==> src/rtl/bp_pkg.sv <==
// Shared types and counter helpers for the branch predictor.
// Two-bit counter encodings and saturating step functions.
package bp_pkg;

   localparam logic [1:0] CTR_SNT   = 2'b00;
   localparam logic [1:0] CTR_WNT   = 2'b01;
   localparam logic [1:0] CTR_WT    = 2'b10;
   localparam logic [1:0] CTR_ST    = 2'b11;
   localparam logic [1:0] CTR_RESET = CTR_WNT;
   localparam logic [1:0] CTR_ALLOC = CTR_WT;

   // Read-port response of the BTB.
   typedef struct packed {
      logic        hit;
      logic [31:0] target;
      logic [1:0]  ctr;
   } bp_rd_t;

   function automatic logic [1:0] sat_inc(input logic [1:0] c);
      return (c == CTR_ST) ? c : c + 2'd1;
   endfunction

   function automatic logic [1:0] sat_dec(input logic [1:0] c);
      return (c == CTR_SNT) ? c : c - 2'd1;
   endfunction

endpackage

==> src/rtl/bp_table.sv <==
// Direct-mapped BTB storage: async lookup for fetch, async probe for the
// resolving branch, and one synchronous write port.
module bp_table
   import bp_pkg::*;
#(
   parameter int ENTRIES = 16,
   parameter int IDX     = $clog2(ENTRIES),
   parameter int TAG_W   = 30 - IDX
) (
   input  logic             clk,
   input  logic             rst_n,
   input  logic [IDX-1:0]   f_idx,
   input  logic [TAG_W-1:0] f_tag,
   output bp_rd_t           f_rd,
   input  logic [IDX-1:0]   e_idx,
   input  logic [TAG_W-1:0] e_tag,
   output bp_rd_t           e_rd,
   input  logic             we,
   input  logic [IDX-1:0]   wr_idx,
   input  logic [TAG_W-1:0] wr_tag,
   input  logic [31:0]      wr_target,
   input  logic [1:0]       wr_ctr
);

   logic [ENTRIES-1:0] valid;
   logic [TAG_W-1:0]   tag    [ENTRIES];
   logic [31:0]        target [ENTRIES];
   logic [1:0]         ctr    [ENTRIES];

   always_ff @(posedge clk or negedge rst_n) begin
      if (!rst_n) begin
         valid <= '0;
         for (int i = 0; i < ENTRIES; i++) begin
            tag[i]    <= '0;
            target[i] <= '0;
            ctr[i]    <= CTR_RESET;
         end
      end else if (we) begin
         valid[wr_idx]  <= 1'b1;
         tag[wr_idx]    <= wr_tag;
         target[wr_idx] <= wr_target;
         ctr[wr_idx]    <= wr_ctr;
      end
   end

   // No write bypass: a same-cycle lookup sees the pre-update entry.
   always_comb begin
      f_rd.hit    = valid[f_idx] && (tag[f_idx] == f_tag);
      f_rd.target = target[f_idx];
      f_rd.ctr    = ctr[f_idx];
      e_rd.hit    = valid[e_idx] && (tag[e_idx] == e_tag);
      e_rd.target = target[e_idx];
      e_rd.ctr    = ctr[e_idx];
   end

endmodule

==> src/rtl/branch_predictor.sv <==
// BTB-based branch predictor: fetch-stage lookup, prediction pipeline to E,
// training on resolved branches and branch/miss performance counters.
module branch_predictor
   import bp_pkg::*;
#(
   parameter int ENTRIES = 16
) (
   input  logic        clk,
   input  logic        rst_n,
   input  logic [31:0] pc_f,
   output logic        br_pred_f,
   output logic [31:0] br_pred_pc,
   input  logic        stall_d,
   input  logic        flush_d,
   input  logic        flush_e,
   output logic        br_pred_e,
   input  logic        upd_en,
   input  logic [31:0] upd_pc,
   input  logic        upd_taken,
   input  logic [31:0] upd_target,
   output logic        mispredict,
   output logic [31:0] cnt_branch,
   output logic [31:0] cnt_miss
);

   localparam int IDX   = $clog2(ENTRIES);
   localparam int TAG_W = 30 - IDX;

   bp_rd_t           f_rd, e_rd;
   logic             f_hit;
   logic [1:0]       f_ctr;
   logic             we;
   logic [31:0]      wr_target;
   logic [1:0]       wr_ctr;
   logic             pred_d;
   logic             unused_pc_lsb;

   assign unused_pc_lsb = ^{pc_f[1:0], upd_pc[1:0]};

   bp_table #(.ENTRIES(ENTRIES), .IDX(IDX), .TAG_W(TAG_W)) u_table (
      .clk       (clk),
      .rst_n     (rst_n),
      .f_idx     (pc_f[IDX+1:2]),
      .f_tag     (pc_f[31:IDX+2]),
      .f_rd      (f_rd),
      .e_idx     (upd_pc[IDX+1:2]),
      .e_tag     (upd_pc[31:IDX+2]),
      .e_rd      (e_rd),
      .we        (we),
      .wr_idx    (upd_pc[IDX+1:2]),
      .wr_tag    (upd_pc[31:IDX+2]),
      .wr_target (wr_target),
      .wr_ctr    (wr_ctr)
   );

   assign f_hit      = f_rd.hit;
   assign f_ctr      = f_rd.ctr;
   assign br_pred_f  = f_rd.hit & f_rd.ctr[1];
   assign br_pred_pc = br_pred_f ? f_rd.target : '0;
   assign mispredict = upd_en & (upd_taken != br_pred_e);

   // Hits train the counter; only taken misses allocate.
   always_comb begin
      we        = 1'b0;
      wr_target = e_rd.target;
      wr_ctr    = e_rd.ctr;
      if (upd_en) begin
         if (e_rd.hit) begin
            we        = 1'b1;
            wr_ctr    = upd_taken ? sat_inc(e_rd.ctr) : sat_dec(e_rd.ctr);
            wr_target = upd_taken ? upd_target : e_rd.target;
         end else if (upd_taken) begin
            we        = 1'b1;
            wr_ctr    = CTR_ALLOC;
            wr_target = upd_target;
         end
      end
   end

   always_ff @(posedge clk or negedge rst_n) begin
      if (!rst_n) begin
         pred_d     <= 1'b0;
         br_pred_e  <= 1'b0;
         cnt_branch <= '0;
         cnt_miss   <= '0;
      end else begin
         pred_d     <= flush_d ? 1'b0 : (stall_d ? pred_d : br_pred_f);
         br_pred_e  <= flush_e ? 1'b0 : pred_d;
         cnt_branch <= cnt_branch + {31'b0, upd_en};
         cnt_miss   <= cnt_miss + {31'b0, mispredict};
      end
   end

endmodule

==> config.mk <==
export PLATFORM = sky130hd
export DESIGN_NAME = branch_predictor
export DESIGN_NICKNAME = d
export VERILOG_FILES = /design/src/rtl/bp_pkg.sv /design/src/rtl/bp_table.sv /design/src/rtl/branch_predictor.sv
export SDC_FILE = /design/constraint.sdc
export NUM_CORES = 2
export LEC_CHECK = 0
export ABC_AREA = 1
export BUFFER_PORTS_ARGS = -buffer_cell sky130_fd_sc_hd__buf_2
export CORE_AREA = 2 2 432 434
export CTS_CLUSTER_DIAMETER = 100
export DETAILED_ROUTE_END_ITERATION = 8
export DIE_AREA = 0 0 434 436
export GPL_TIMING_DRIVEN = 1
export SKIP_LAST_GASP = 1
export SLEW_MARGIN = 20
export SYNTH_ARGS = -nofsm -noshare
export SYNTH_HDL_FRONTEND = slang
export SYNTH_SLANG_ARGS = --single-unit
==> constraint.sdc <==
create_clock -name clk -period 5.97 [get_ports clk]
set_input_delay 1.4925 -clock clk [delete_from_list [all_inputs] [get_ports clk]]
set_output_delay 1.4925 -clock clk [all_outputs]
set_load 0.005 [all_outputs]
==> results.json <==
{
  "outcome": "complete, no violations",
  "synth_cells": 7329,
  "cts_hold_buf": 0,
  "ys_ff_latch": 1042,
  "pin_count": 202,
  "synth_area_leaders": "dfrtp_1, nand2_1, o21ai_0",
  "drt_iter0_markers": 6852,
  "fin_skew_ns": 0.0562,
  "dieWidth_um": 434,
  "path_max_fanout": 59,
  "hold_path_class": "reg -> reg",
  "drive_gt1_frac": 0.0835,
  "setup_tns_ns": 0,
  "totalWireLength_um": 210000,
  "htree_levels": 3,
  "min_period_ns": 5.71,
  "rsz0062_at_grt": "false",
  "wl_per_cell_um": 21.5,
  "required_ns": 4.48,
  "dpl_cell_area_um2": 58800,
  "maxCapViolations": 0,
  "hold_viol_final": 0,
  "cts_buffers": 117,
  "io_buffers": 197,
  "synth.top_cell.area_share": 0.466,
  "regArea_um2": 26100,
  "setup_slack_ns": 0.264,
  "grt_max_degree": 131,
  "synth_nets": 7436,
  "fill_cells": 19400,
  "rows": 158,
  "syn_area_um2": 55100,
  "grt_overflow": 0,
  "clkSinkCount": 1042,
  "cp.arrival_ns": 4.21,
  "crit_type": "in -> out",
  "post-place-ws_ns": 0.197,
  "synth_edf_count": 0,
  "ant_nets": 0,
  "fin_crit_sh": 0.956,
  "fin_hold_ws_ns": 0.470,
  "final_cell_area_um2": 62900,
  "cts.clk_slew.worst_paths_ns": 0.07,
  "hpwl_um": 117000,
  "vdd_drop_max_mv": 0.246,
  "synth_warnings": 0,
  "core-area_um2": 185000,
  "die_height_um": 436,
  "synth_top_cell_by_area": "dfrtp_1",
  "clk_latency_ns": 0.81,
  "vias_per_cell": 5.47,
  "area_delta_synth_final_pct": 14.1,
  "finalSetupViolCount": 0,
  "critPathLaunchType": "input pin",
  "drc": 0,
  "start_util": 0.299,
  "grt_antenna_before_repair": 17,
  "cts_buffer_depth": 3,
  "num_vias": 53500,
  "ys_async_sr_fraction": 1.00,
  "finalMaxSlewViolations": 0,
  "cts_tree": "yes",
  "synth.avg_cell_area_um2": 7.52,
  "power.leakage_nw": 28.4,
  "yosysUniqueCellTypes": 45,
  "dieArea_um2": 189000,
  "gp_congestion": 0.901,
  "relSlewSlack": 0.265,
  "synth.yosys.seq_area_share": 0.473,
  "tightestPinTransition_ns": 1.10,
  "nets": 7297,
  "grt_pass1_vias": 50100,
  "fmax_mhz": 175,
  "grt_use_total": 0.216,
  "p_per_area_nw_per_um2": 321,
  "clockRootBuffer": "clkbuf_16",
  "end_kind": "output pin",
  "utilization": 0.341,
  "grt_pass1_wl_um": 316000,
  "synth_ff_type": "dfrtp_1",
  "multi_input_area_um2": 25700,
  "first_pass_iters": 8
}
-- Yosys cell counts (96+ instances only) --
cell and number:
dfrtp_1 1026, a21oi_1 437, o21ai_1 128, o21ai_0 1096, clkbuf_1 459, a221oi_1 96, o211ai_1 119, nand2_1 2486
inv_1 281, nand3_1 186, nor2_1 300, buf_2 103, a22oi_1 265
-- worst max-delay path, stage by stage --
cell and delay, ns:
clkbuf_8 0.14, inv_8 0.36, buf_4 0.28, a21oi_1 0.05, o21ai_0 0.08, nand3_1 0.10, nand3_1 0.10, nand2_1 0.13
or2_2 0.30, nand2_1 0.08, nand3_1 0.07, nor3_1 0.24, nand3_2 0.19, buf_12 0.26, nor2_1 0.14, buf_2 0.13
-- routing by layer --
layer	share of wire	track usage
met5	0	0
met3	0.096	0.0428
met2	0.45	0.338
met1	0.42	0.296
met4	0.034	0.0760
-- final timing paths --
kind	start	to	slack [ns]	depth (start not counted)
worst max-delay path	pc_f[3]	br_pred_pc[22]	0.26	16
worst min-delay path	u_table.ctr[12]$_DFFE_PN1P_	u_table.ctr[12]$_DFFE_PN1P_	0.47	2
worst max register to register	u_table.tag[75]$_DFFE_PN0P_	u_table.tag[167]$_DFFE_PN0P_	2.32	20
worst min register to register	u_table.ctr[12]$_DFFE_PN1P_	u_table.ctr[12]$_DFFE_PN1P_	0.47	2
max in group asynchronous	rst_n	u_table.target[181]$_DFFE_PN0P_	3.80	3
min in group asynchronous	rst_n	u_table.tag[59]$_DFFE_PN0P_	0.75	1
-- cell families after synthesis --
group | Yosys count | synth area share
buf+inv | 910 | 0.0646
simple gates | 3060 | 0.216
xor+xnor | 63 | 0.0100
flops | 1042 | 0.473
fa+ha+maj | 4 | 0.000908
compound gates | 2250 | 0.235
-- through the flow --
| stage | instances | total power, W |
|---|---|---|
| after floorplan | 7329 | 0.0113 |
| after global placement | 9550 | 0.0125 |
| after detailed placement | 9550 | 0.0126 |
| after CTS | 9759 | 0.0202 |
| after global routing | 9763 | 0.0212 |
| final | 9764 | 0.0202 |
-- state kept, by name, indices dropped and copies added (netlist names) --
| name | flops |
|---|---|
| cnt_miss | 32 |
| u_table.valid | 16 |
| u_table.ctr | 32 |
| br_pred_e | 1 |
| u_table.target | 512 |
| cnt_branch | 32 |
| u_table.tag | 416 |
| pred_d | 1 |
-- where the power goes --
part | internal (W) | switching, W
logic | 0.00125 | 0.00226
registers | 0.00820 | 0.000875
clock network | 0.00442 | 0.00317
-- area by class of cell --
class,instances,share of cell area
tap,2480,0.0493
sequential,1042,0.415
clock buffer,172,0.0550
multi-input combinational,5377,0.408
antenna,4,0.000159
clock inverter,37,0.00855
timing repair buffer,362,0.0460
inverter,290,0.0179
-- placed cells by master (no fill, tap or decap), drive strengths merged, types with 5 or more instances in the layout --
cell type	instances
a21o	6
a21oi	437
a221o	25
a221oi	96
a22oi	265
a311o	7
a31oi	7
buf	360
bufinv	10
clkbuf	174
clkinv	22
clkinvlp	5
dfrtp	1026
dfstp	16
inv	290
nand2	2487
nand3	186
nand4	24
nor2	301
nor3	40
nor4	6
o211ai	119
o21ai	1224
o22ai	8
o2bb2ai	14
o31ai	7
o32ai	25
or2	9
xnor2	25
xor2	38
-- timing repair --
action,CTS,global route
buffers inserted,0,0
gates resized for setup,0,2
setup endpoints to repair,0,33
Power figures use the tool's default switching activity.
